$ cat src/rtl/instruction_decode.sv
// ---------------------------------------------------------------------------
// instruction_decode
//   Decode stage for the 8-bit byte-serial CPU. It consumes one instruction
//   byte per "fresh" fetch cycle, assembles one- and two-byte instructions,
//   emits a one-cycle dec_valid pulse with the decoded fields, and raises a
//   one-cycle branch request for JMP and taken BZ. After a branch the two
//   sequential bytes still in flight are flushed. HALT (0xF) is absorbing
//   until reset.
//
// Ports
//   clk              in   clock, rising edge
//   rstn             in   asynchronous active-low reset
//   suspend_cpu      in   phase stall, shared with the fetch stage
//   instr_rdata[7:0] in   memory data for the address presented last cycle
//   zero_flag        in   execute-stage zero flag, sampled for BZ
//   pc_take_branch   out  registered one-cycle branch request
//   pc_branch_target out  registered branch target (immediate, unchanged)
//   dec_valid        out  one-cycle pulse, decoded fields valid
//   dec_opcode[3:0]  out  instr[7:4]
//   dec_rd[1:0]      out  instr[3:2]
//   dec_rs[1:0]      out  instr[1:0]
//   dec_imm[7:0]     out  second byte of a two-byte instruction, else 0
//   dec_illegal      out  opcode 0xD or 0xE, qualifies dec_valid
//   halted           out  high while in HALT
// ---------------------------------------------------------------------------
module instruction_decode (
    input  logic       clk,
    input  logic       rstn,
    input  logic       suspend_cpu,
    input  logic [7:0] instr_rdata,
    input  logic       zero_flag,
    output logic       pc_take_branch,
    output logic [7:0] pc_branch_target,
    output logic       dec_valid,
    output logic [3:0] dec_opcode,
    output logic [1:0] dec_rd,
    output logic [1:0] dec_rs,
    output logic [7:0] dec_imm,
    output logic       dec_illegal,
    output logic       halted
);

    typedef enum logic [2:0] {
        ST_OP     = 3'd0,
        ST_IMM    = 3'd1,
        ST_FLUSH1 = 3'd2,
        ST_FLUSH2 = 3'd3,
        ST_HALT   = 3'd4
    } state_t;

    // LDI, JMP and BZ carry an immediate byte
    function automatic logic is_two_byte(input logic [3:0] op);
        return (op == 4'h8) || (op == 4'hB) || (op == 4'hC);
    endfunction

    function automatic logic is_illegal(input logic [3:0] op);
        return (op == 4'hD) || (op == 4'hE);
    endfunction

    function automatic logic is_taken(input logic [3:0] op, input logic zf);
        return (op == 4'hB) || ((op == 4'hC) && zf);
    endfunction

    state_t     state_q, state_d;
    logic       addr_new_q, byte_fresh_q;
    logic [7:0] op_lat_q, op_lat_d;
    logic       take_q, take_d;
    logic [7:0] target_q, target_d;
    logic       valid_q, valid_d;
    logic [3:0] opcode_q, opcode_d;
    logic [1:0] rd_q, rd_d;
    logic [1:0] rs_q, rs_d;
    logic [7:0] imm_q, imm_d;
    logic       illegal_q, illegal_d;
    logic       halted_q, halted_d;
    logic [3:0] op_in_s;

    assign op_in_s = instr_rdata[7:4];

    // State register and byte-freshness tracking.
    // A byte is fresh when the address it was read from was newly presented,
    // i.e. the PC moved (branch or un-stalled increment) on the edge before.
    always_ff @(posedge clk or negedge rstn) begin
        if (!rstn) begin
            state_q      <= ST_OP;
            addr_new_q   <= 1'b1;
            byte_fresh_q <= 1'b0;
            op_lat_q     <= 8'h00;
        end else begin
            state_q      <= state_d;
            addr_new_q   <= take_q | ~suspend_cpu;
            byte_fresh_q <= addr_new_q;
            op_lat_q     <= op_lat_d;
        end
    end

    // Next-state logic; stale (non-fresh) cycles hold the state.
    always_comb begin
        state_d = state_q;
        case (state_q)
            ST_OP: begin
                if (byte_fresh_q) begin
                    if (op_in_s == 4'hF) begin
                        state_d = ST_HALT;
                    end else if (is_two_byte(op_in_s)) begin
                        state_d = ST_IMM;
                    end else begin
                        state_d = ST_OP;
                    end
                end else begin
                    state_d = ST_OP;
                end
            end
            ST_IMM: begin
                if (byte_fresh_q) begin
                    if (is_taken(op_lat_q[7:4], zero_flag)) begin
                        state_d = ST_FLUSH1;
                    end else begin
                        state_d = ST_OP;
                    end
                end else begin
                    state_d = ST_IMM;
                end
            end
            // two bytes from the old sequential stream are still in flight
            ST_FLUSH1: state_d = ST_FLUSH2;
            ST_FLUSH2: state_d = ST_OP;
            ST_HALT:   state_d = ST_HALT;
            default:   state_d = ST_OP;
        endcase
    end

    // Output next-values; pulses default low, fields hold their last value.
    always_comb begin
        valid_d   = 1'b0;
        take_d    = 1'b0;
        target_d  = target_q;
        opcode_d  = opcode_q;
        rd_d      = rd_q;
        rs_d      = rs_q;
        imm_d     = imm_q;
        illegal_d = illegal_q;
        op_lat_d  = op_lat_q;
        case (state_q)
            ST_OP: begin
                if (byte_fresh_q) begin
                    if (is_two_byte(op_in_s)) begin
                        op_lat_d = instr_rdata;
                    end else begin
                        valid_d   = 1'b1;
                        opcode_d  = op_in_s;
                        rd_d      = instr_rdata[3:2];
                        rs_d      = instr_rdata[1:0];
                        imm_d     = 8'h00;
                        illegal_d = is_illegal(op_in_s);
                    end
                end else begin
                    valid_d = 1'b0;
                end
            end
            ST_IMM: begin
                if (byte_fresh_q) begin
                    valid_d   = 1'b1;
                    opcode_d  = op_lat_q[7:4];
                    rd_d      = op_lat_q[3:2];
                    rs_d      = op_lat_q[1:0];
                    imm_d     = instr_rdata;
                    illegal_d = 1'b0;
                    if (is_taken(op_lat_q[7:4], zero_flag)) begin
                        take_d   = 1'b1;
                        target_d = instr_rdata;
                    end else begin
                        take_d = 1'b0;
                    end
                end else begin
                    valid_d = 1'b0;
                end
            end
            default: begin
                valid_d = 1'b0;
            end
        endcase
        halted_d = (state_d == ST_HALT);
    end

    // Output registers.
    always_ff @(posedge clk or negedge rstn) begin
        if (!rstn) begin
            take_q    <= 1'b0;
            target_q  <= 8'h00;
            valid_q   <= 1'b0;
            opcode_q  <= 4'h0;
            rd_q      <= 2'd0;
            rs_q      <= 2'd0;
            imm_q     <= 8'h00;
            illegal_q <= 1'b0;
            halted_q  <= 1'b0;
        end else begin
            take_q    <= take_d;
            target_q  <= target_d;
            valid_q   <= valid_d;
            opcode_q  <= opcode_d;
            rd_q      <= rd_d;
            rs_q      <= rs_d;
            imm_q     <= imm_d;
            illegal_q <= illegal_d;
            halted_q  <= halted_d;
        end
    end

    assign pc_take_branch   = take_q;
    assign pc_branch_target = target_q;
    assign dec_valid        = valid_q;
    assign dec_opcode       = opcode_q;
    assign dec_rd           = rd_q;
    assign dec_rs           = rs_q;
    assign dec_imm          = imm_q;
    assign dec_illegal      = illegal_q;
    assign halted           = halted_q;

endmodule
$ cat config.mk
export PLATFORM = sky130hd
export DESIGN_NAME = instruction_decode
export DESIGN_NICKNAME = d
export VERILOG_FILES = /design/src/rtl/instruction_decode.sv
export SDC_FILE = /design/constraint.sdc
export NUM_CORES = 1
export LEC_CHECK = 0
export BUFFER_PORTS_ARGS = -buffer_cell sky130_fd_sc_hd__buf_2
export CAP_MARGIN = 15
export CORE_MARGIN = 2
export CORE_UTILIZATION = 57
export DETAILED_ROUTE_END_ITERATION = 16
export PLACE_DENSITY = 0.83
export SYNTH_ARGS = -nofsm -noshare
export SYNTH_HDL_FRONTEND = slang
export SYNTH_SLANG_ARGS = --single-unit
$ cat constraint.sdc
create_clock -name clk -period 3.9 [get_ports clk]
set_clock_uncertainty 0.2 [all_clocks]
set_input_delay 0.39 -clock clk [delete_from_list [all_inputs] [get_ports clk]]
set_output_delay 0.39 -clock clk [all_outputs]
set_load 0.01 [all_outputs]
==> results.sh, run 1 <==
export IMPL_async_reset_ff_share_pct=100
export IMPL_yosys_top_cells_area="dfrtp_1 56%, mux2_2 14%, mux2_1 5.0%, mux2i_1 4.5%, nand2_1 2.1%"
export IMPL_power_density_nw_per_um2=719
export IMPL_ir_drop_mv=0.393
export IMPL_overflow=0
export IMPL_viasPerCell=5.19
export IMPL_max_cap_violations=0
export IMPL_synth_most_common_cell="dfrtp_1"
export IMPL_drc=0
export IMPL_ys_types=28
export IMPL_worst_hold_slack_ns=0.0838
export IMPL_first_pass_iters=2
export IMPL_synth_top_area_cell="dfrtp_1"
export IMPL_required_ns=3.95
export IMPL_cp_max_fo=18
export IMPL_finalSetupViolCount=0
export IMPL_cts_sinks=41
export IMPL_synth_enable_flop_cells=0
export IMPL_power_leakage_nw=1.02
export IMPL_cp_data_arrival_time_ns=2.46
export IMPL_path_class="register to register"
export IMPL_maxSlewHeadroom_pct=32.8
export IMPL_worstMarginPinSlew_ns=1.01
export IMPL_wire_per_inst_um=14.6
export IMPL_start_kind="register"
export IMPL_io_pins=40
export IMPL_avgSynthCellArea_um2=13.9
export IMPL_gp_congestion=0.860
export IMPL_fmax_ghz=0.414
export IMPL_rows=20
export IMPL_vias=1132
export IMPL_drive_above_1_share_pct=44.8
export IMPL_path_clk_slew_ns=0.12
export IMPL_setup_slack_ns=1.49
export IMPL_fp_dieArea_um2=3620
export IMPL_seq_area_frac_synth_pct=57.2
export IMPL_cts_buffers=5
export IMPL_crit_path_top_delay_cell="a211oi_4"
export IMPL_pre_cts_ws_ns=1.46
export IMPL_cts_tree="yes"
export IMPL_finalCriticalPeriod_ns=2.41
export IMPL_cts_root_buffer="clkbuf_4"
export IMPL_start_util_pct=59.3
export IMPL_slowest_delay_ns=0.79
export IMPL_synthFlopType="dfrtp_1"
export IMPL_ctsLongestPathBuffers=2
export IMPL_post_cts_buffers=0
export IMPL_synthTopCellsByCount="40 x dfrtp_1, 23 x mux2_2, 10 x nand2_1"
export IMPL_ys_ff_latch=41
export IMPL_finalWirelength_um=3170
export IMPL_postSynthCellCount=129
export IMPL_die_h_um=60.1
export IMPL_coreArea_um2=3030
export IMPL_die_w_um=60.1
export IMPL_synth_top_cell_area_share_pct=55.7
export IMPL_drtAntennaViolNets=0
export IMPL_status="finished clean"
export IMPL_clk_latency_ns=0.36
export IMPL_synth_nets=141
export IMPL_htreeDepth=2
export IMPL_area_delta_synth_final_pct=16.0
export IMPL_tns_ns=0
export IMPL_grt_pass1_wl_um=5090
export IMPL_fill_cells=219
export IMPL_hold_violations=0
export IMPL_syn_area_um2=1800
export IMPL_dp_hpwl_um=2270
export IMPL_timing_critical_path_cells="or3b_4, a211oi_4, mux2_2"
export IMPL_antenna_found_initial=0
export IMPL_grt_max_degree=42
export IMPL_hold_class="primary input to register"
export IMPL_drtIter0Drc=18
export IMPL_gr_usage_all_layers_pct=19.9
export IMPL_final_nets=185
export IMPL_grt_pass1_vias=1100
export IMPL_ys_warn_count=0
export IMPL_drv_slew=0
export IMPL_end_kind="register"
export IMPL_num_antenna_cells=0
export IMPL_io_buffers=39
export IMPL_finalCritPeriodShare_pct=61.9
export IMPL_rsz0062_at_grt="no"
-- placed cells by master, fill, tap and decap left out, types with 2 or more instances in the layout --
cell and n:
a31oi_1 2, mux2_1 8, mux2i_1 8, nor3_1 3, dlygate4sd3_1 2, clkbuf_4 5, buf_2 39, nor2_1 3
nand2_1 10, dfrtp_1 40, mux2_2 23, clkinvlp_4 2, nand2b_1 3, inv_1 8, and3b_1 2
-- power breakdown --
| group | switching, mW | internal (mW) |
|---|---|---|
| combinational | 0.278 | 0.308 |
| sequential | 0.106 | 0.596 |
| clock | 0.138 | 0.0704 |
| total | 0.522 | 0.975 |
-- cell type report --
class	count	area, µm²	area share (%)
clock buffers	6	41.3	1.98
clock inverters	2	15.0	0.721
inverters	8	30.0	1.44
multi-input cells	75	691	33.2
flip-flops and latches	41	1030	49.3
well taps	44	55.1	2.64
repair buffers	42	223	10.7
-- state kept, by name, summed over array words and instances (netlist names), 2 cells and up --
signal,count
dec_imm,8
dec_opcode,4
dec_rd,2
dec_rs,2
op_lat_q,8
pc_branch_target,8
state_q,3
-- critical path, delay by kind of cell, from the launching register on --
kind	cells	cell delay (ns)
multiplexers	1	0.42
flip-flops	1	0.46
AO/OA/AOI/OAI	1	0.79
AND/OR/NAND/NOR	1	0.43
-- what timing repair did --
| item | in CTS | in global routing |
|---|---|---|
| resized for setup | 0 | 0 |
| hold buffers | 2 | 0 |
| hold endpoints to repair | 41 | 0 |
| endpoints found under the setup margin | 0 | 0 |
-- metal layers --
metal	global-route usage, %	vias up	part of all wire [%]
li1	-	537	-
met1	25.2	558	44
met2	30.9	29	49
met3	6.49	8	4.6
met4	9.21	0	2.3
met5	0	-	0
-- path summary, 6_finish.rpt --
path,from,endpoint,slack [ns],depth (start not counted)
min,instr_rdata[1],pc_branch_target[1],0.08,2
max,state_q[1],dec_opcode[0],1.49,3
min reg2reg,addr_new_q,byte_fresh_q,0.22,0
max reg2reg,state_q[1],dec_opcode[0],1.49,3
max in group asynchronous,rstn,pc_take_branch,2.47,2
min in group asynchronous,rstn,dec_valid,0.47,2
-- per-stage QoR --
step | std cells | cell area, µm² | utilization [%] | total power, mW
4_1_cts | 218 | 2080 | 68.8 | 1.51
2_1_floorplan | 129 | 1800 | - | 1.11
5_1_grt | 218 | 2080 | 68.8 | 1.59
6_report | 218 | 2080 | 68.8 | 1.50
3_5_place_dp | 208 | 2010 | 66.2 | 1.30
3_3_place_gp | 208 | 2010 | 66.2 | 1.27
-- kinds of logic after synthesis --
kind of cell | Yosys count | synth area share (%)
and+or+nand+nor | 27 | 9.13
muxes | 40 | 24.7
AOI/OAI and AO/OA | 7 | 4.11
xor gates and xnor gates | 1 | 0.488
DFF | 41 | 57.2
buffers and inverters | 13 | 4.32
Note: power is estimated with default switching activity, not from simulation.
==> run 2: changes to the inputs <==
--- a/config.mk
+++ b/config.mk
@@ -8,9 +8,9 @@
 export BUFFER_PORTS_ARGS = -buffer_cell sky130_fd_sc_hd__buf_2
 export CAP_MARGIN = 15
 export CORE_MARGIN = 2
-export CORE_UTILIZATION = 57
+export CORE_UTILIZATION = 53
 export DETAILED_ROUTE_END_ITERATION = 16
-export PLACE_DENSITY = 0.83
+export PLACE_DENSITY = 0.78
 export SYNTH_ARGS = -nofsm -noshare
 export SYNTH_HDL_FRONTEND = slang
 export SYNTH_SLANG_ARGS = --single-unit
==> constraint.sdc (replaced) <==
create_clock -name clk -period 2.4 [get_ports clk]
set_clock_uncertainty 0.2 [all_clocks]
set_input_delay 0.24 -clock clk [delete_from_list [all_inputs] [get_ports clk]]
set_output_delay 0.24 -clock clk [all_outputs]
set_load 0.01 [all_outputs]
==> results.sh, run 2 (synthesized netlist as in run 1, its figures left out) <==
export IMPL_cp_max_fo=10
export IMPL_grt_pass1_wl_um=5870
export IMPL_cts_tree="yes"
export IMPL_io_buffers=39
export IMPL_io_pins=40
export IMPL_cts_sinks=41
export IMPL_rsz0062_at_grt="no"
export IMPL_fmax_ghz=0.484
export IMPL_end_kind="register"
export IMPL_coreArea_um2=3280
export IMPL_clk_latency_ns=0.35
export IMPL_dp_hpwl_um=2300
export IMPL_htreeDepth=2
export IMPL_fin_area_um2=2180
export IMPL_path_clk_slew_ns=0.11
export IMPL_worst_hold_slack_ns=0.0218
export IMPL_gr_usage_all_layers_pct=19.4
export IMPL_worstMarginPinSlew_ns=0.869
export IMPL_finalCritPeriodShare_pct=86.1
export IMPL_power_leakage_nw=1.07
export IMPL_drv_slew=0
export IMPL_cts_root_buffer="clkbuf_4"
export IMPL_seqCellArea_um2=1030
export IMPL_hold_class="primary input to register"
export IMPL_cts_buffers=5
export IMPL_maxSlewHeadroom_pct=42.1
export IMPL_start_kind="register"
export IMPL_power_density_nw_per_um2=1180
export IMPL_reg2reg_depth=3
export IMPL_overflow=0
export IMPL_multi_input_area_um2=691
export IMPL_finalWirelength_um=3260
export IMPL_ctsLongestPathBuffers=2
export IMPL_required_ns=2.44
export IMPL_first_pass_iters=4
export IMPL_drive_above_1_share_pct=43.6
export IMPL_area_delta_synth_final_pct=21.5
export IMPL_path_class="register to register"
export IMPL_die_w_um=62.2
export IMPL_rows=21
export IMPL_finalCriticalPeriod_ns=2.07
export IMPL_max_cap_violations=0
export IMPL_final_nets=192
export IMPL_grt_pass1_vias=1246
export IMPL_start_util_pct=54.7
export IMPL_hold_violations=0
export IMPL_antenna_found_initial=0
export IMPL_most_common_layout_cells="40 x dfrtp_1, 39 x buf_2, 23 x mux2_2"
export IMPL_stdcell_count=227
export IMPL_wire_per_inst_um=14.4
export IMPL_place_area_um2=2020
export IMPL_status="finished clean"
export IMPL_viasPerCell=5.09
export IMPL_cts_resized=0
export IMPL_finalSetupViolCount=0
export IMPL_die_h_um=62.2
export IMPL_finalPower_mw=2.57
export IMPL_post_cts_buffers=0
export IMPL_layout_commonest_cell="dfrtp_1"
export IMPL_drc=0
export IMPL_vias=1155
export IMPL_fp_dieArea_um2=3870
export IMPL_drtIter0Drc=28
export IMPL_fill_cells=278
export IMPL_dp_cells=211
export IMPL_grt_max_degree=42
export IMPL_whs_path_depth=3
export IMPL_drtAntennaViolNets=0
export IMPL_cp_data_arrival_time_ns=2.10
export IMPL_num_antenna_cells=0
export IMPL_tns_ns=0
export IMPL_ir_drop_mv=0.642
export IMPL_gp_congestion=0.718
-- run 2: cell count changes in the layout (fill, tap and decap cells not counted), sizes merged --
cell / previous run / this run
dlygate4sd3: 2 / 8
clkinvlp: 2 / 0
buf: 40 / 41
bufinv: 0 / 1
clkbuf: 6 / 7
-- run 2: cell type report --
type | instances | share of cell area [%]
clock buffers | 7 | 2.52
inverters | 8 | 1.38
multi-input cells | 75 | 31.7
repair buffers | 49 | 13.3
clock inverters | 1 | 1.38
well taps | 46 | 2.64
flip-flops and latches | 41 | 47.1
-- run 2: worst paths after layout --
path	from	end	slack [ns]
setup / recovery	op_lat_q[4]	pc_branch_target[3]	0.33
hold / removal	instr_rdata[4]	dec_imm[4]	0.02
setup reg to reg	op_lat_q[4]	pc_branch_target[3]	0.33
hold reg to reg	addr_new_q	byte_fresh_q	0.20
max in group asynchronous	rstn	dec_imm[6]	1.13
min in group asynchronous	rstn	dec_rs[1]	0.34
-- run 2: where the power goes --
| part | switching [mW] | internal, mW | leakage, nW | total (mW) |
|---|---|---|---|---|
| clock | 0.211 | 0.249 | 0.0455 | 0.460 |
| combinational | 0.459 | 0.512 | 0.502 | 0.970 |
| sequential | 0.170 | 0.969 | 0.520 | 1.14 |
-- run 2: per-stage QoR --
stage,setup slack [ns],utilization [%]
final,0.334,66.4
after global routing,0.269,66.4
after CTS,0.337,66.4
after detailed placement,0.359,61.4
after global placement,0.418,61.4
after floorplan,0.375,-
-- run 2: routing by layer --
| layer | global-route usage [%] | up-vias | wire (µm) |
|---|---|---|---|
| met2 | 30.8 | 24 | 1630 |
| met5 | 0 | - | 0 |
| met1 | 25.7 | 571 | 1440 |
| li1 | - | 551 | - |
| met4 | 9.72 | 0 | 79 |
| met3 | 3.80 | 9 | 116 |
-- run 2: critical path: stages, from the launching register on --
cell,delay (ns)
dfrtp_1,0.42
nor4bb_1,0.36
o2111a_1,0.60
mux2_1,0.38
-- run 2: timing repair --
item / 4_1_cts / 5_1_grt
setup endpoints to repair: 0 / 0
hold endpoints to repair: 55 / 0
hold buffers: 8 / 0
==> run 3: changes to the inputs <==
--- a/config.mk
+++ b/config.mk
@@ -11,6 +11,8 @@
 export CORE_UTILIZATION = 53
 export DETAILED_ROUTE_END_ITERATION = 16
 export PLACE_DENSITY = 0.78
+export RECOVER_POWER = 50
+export SKIP_LAST_GASP = 1
 export SYNTH_ARGS = -nofsm -noshare
 export SYNTH_HDL_FRONTEND = slang
 export SYNTH_SLANG_ARGS = --single-unit
==> results.sh, run 3 (synthesized netlist as in run 1, its figures left out) <==
export IMPL_grt_max_degree=42
export IMPL_die_w_um=62.2
export IMPL_max_cap_violations=0
export IMPL_die_h_um=62.2
export IMPL_cp_data_arrival_time_ns=2.11
export IMPL_coreArea_um2=3280
export IMPL_pre_cts_ws_ns=0.359
export IMPL_power_leakage_nw=0.964
export IMPL_cts_buffers=5
export IMPL_fmax_ghz=0.482
export IMPL_r2r_slack_ns=0.32
export IMPL_ir_drop_mv=0.629
export IMPL_io_pins=40
export IMPL_io_buffers=39
export IMPL_setup_slack_ns=0.324
export IMPL_wire_per_inst_um=14.4
export IMPL_drc=0
export IMPL_fp_dieArea_um2=3870
export IMPL_crit_path_top_delay_cell="o2111a_1"
export IMPL_first_pass_iters=4
export IMPL_start_util_pct=54.7
export IMPL_reg2reg_depth=3
export IMPL_viasPerCell=5.08
export IMPL_finalWirelength_um=3260
export IMPL_timing_critical_path_cells="nor4bb_1, o2111a_1, mux2_1"
export IMPL_rr_startpoint="op_lat_q[4]"
export IMPL_hold_violations=0
export IMPL_worst_hold_path_endpoint="dec_imm[4]"
export IMPL_grt_pass1_wl_um=5870
export IMPL_cts_root_buffer="clkbuf_4"
export IMPL_htreeDepth=2
export IMPL_finalCriticalPeriod_ns=2.08
export IMPL_cts_tree="yes"
export IMPL_path_clk_slew_ns=0.11
export IMPL_fill_cells=287
export IMPL_tns_ns=0
export IMPL_overflow=0
export IMPL_start_kind="register"
export IMPL_rsz0062_at_grt="no"
export IMPL_antenna_found_initial=0
export IMPL_gr_usage_all_layers_pct=19.4
export IMPL_final_nets=192
export IMPL_slowest_delay_ns=0.61
export IMPL_cts_resized=0
export IMPL_maxSlewHeadroom_pct=35.4
export IMPL_path_class="register to register"
export IMPL_most_common_layout_cells="40 x dfrtp_1, 29 x clkbuf_1, 23 x mux2_2"
export IMPL_rows=21
export IMPL_regToRegEndpoint="pc_branch_target[3]"
export IMPL_min_delay_start="instr_rdata[4]"
export IMPL_dp_hpwl_um=2300
export IMPL_drive_above_1_share_pct=28.2
export IMPL_ctsLongestPathBuffers=2
export IMPL_hold_class="primary input to register"
export IMPL_status="finished clean"
export IMPL_finalSetupViolCount=0
export IMPL_drtAntennaViolNets=0
export IMPL_gp_congestion=0.718
export IMPL_cts_sinks=41
export IMPL_vias=1154
export IMPL_drv_slew=0
export IMPL_area_delta_synth_final_pct=19.5
export IMPL_layout_commonest_cell="dfrtp_1"
export IMPL_finalCritPeriodShare_pct=86.5
export IMPL_drtIter0Drc=24
export IMPL_whs_path_depth=3
export IMPL_worstMarginPinSlew_ns=0.969
export IMPL_clk_latency_ns=0.35
export IMPL_end_kind="register"
export IMPL_grt_pass1_vias=1246
export IMPL_cp_max_fo=10
export IMPL_power_density_nw_per_um2=1180
export IMPL_required_ns=2.43
export IMPL_final_core_util_pct=65.3
export IMPL_num_antenna_cells=0
-- run 3: changes by cell type in the layout (fill, tap and decap cells not counted), sizes merged --
| cell | previous run | this run |
|---|---|---|
| clkbuf | 7 | 36 |
| buf | 41 | 12 |
-- run 3: worst max path at each step --
stage / depth (start not counted) / to / from
floorplan: 4 / dec_opcode[3] / state_q[1]
global placement: 4 / dec_opcode[2] / state_q[1]
detailed placement: 4 / dec_opcode[1] / state_q[1]
CTS: 3 / pc_branch_target[3] / op_lat_q[4]
global route: 3 / pc_branch_target[3] / op_lat_q[4]
finish: 3 / pc_branch_target[3] / op_lat_q[4]
-- run 3: layer usage --
metal,up-vias,track usage [%],routed length (µm),part of all wire (%)
li1,551,-,-,-
met1,568,25.7,1430,44
met2,26,30.8,1620,50
met3,9,3.80,137,4.2
met4,0,9.72,79,2.4
met5,-,0,0,0
-- run 3: through the flow --
step / hold slack, ns / cell area, µm² / total power, mW / cells
2_1_floorplan: -0.256 / 1800 / 1.80 / 129
3_3_place_gp: 0.180 / 2020 / 2.07 / 211
3_5_place_dp: 0.179 / 2020 / 2.13 / 211
4_1_cts: 0.0140 / 2180 / 2.60 / 227
5_1_grt: 0.0358 / 2150 / 2.69 / 227
6_report: 0.0231 / 2150 / 2.52 / 227
-- run 3: report_power, final --
group | leakage, nW | internal (mW) | switching (mW)
sequential | 0.520 | 0.970 | 0.177
clock | 0.0455 | 0.249 | 0.210
combinational | 0.398 | 0.460 | 0.457
-- run 3: worst max-delay path, delay by kind of cell (launching register included) --
family / cells / cell delay (ns)
simple gates: 1 / 0.36
compound gates: 1 / 0.61
flops: 1 / 0.42
mux: 1 / 0.38
-- run 3: final cells by class --
type                            count  area, µm²  area share [%]
Sequential cell                    41       1030            47.9
Multi-Input combinational cell     75        691            32.2
Timing Repair Buffer               49        255            11.9
Tap cell                           46       57.6            2.68
Clock buffer                        7       55.1            2.57
Clock inverter                      1       30.0            1.40
Inverter                            8       30.0            1.40
-- run 3: timing repair --
item	in CTS	in global routing
setup buffers	0	0
setup endpoints to repair	0	0
hold buffers	8	0
hold endpoints to repair	55	0
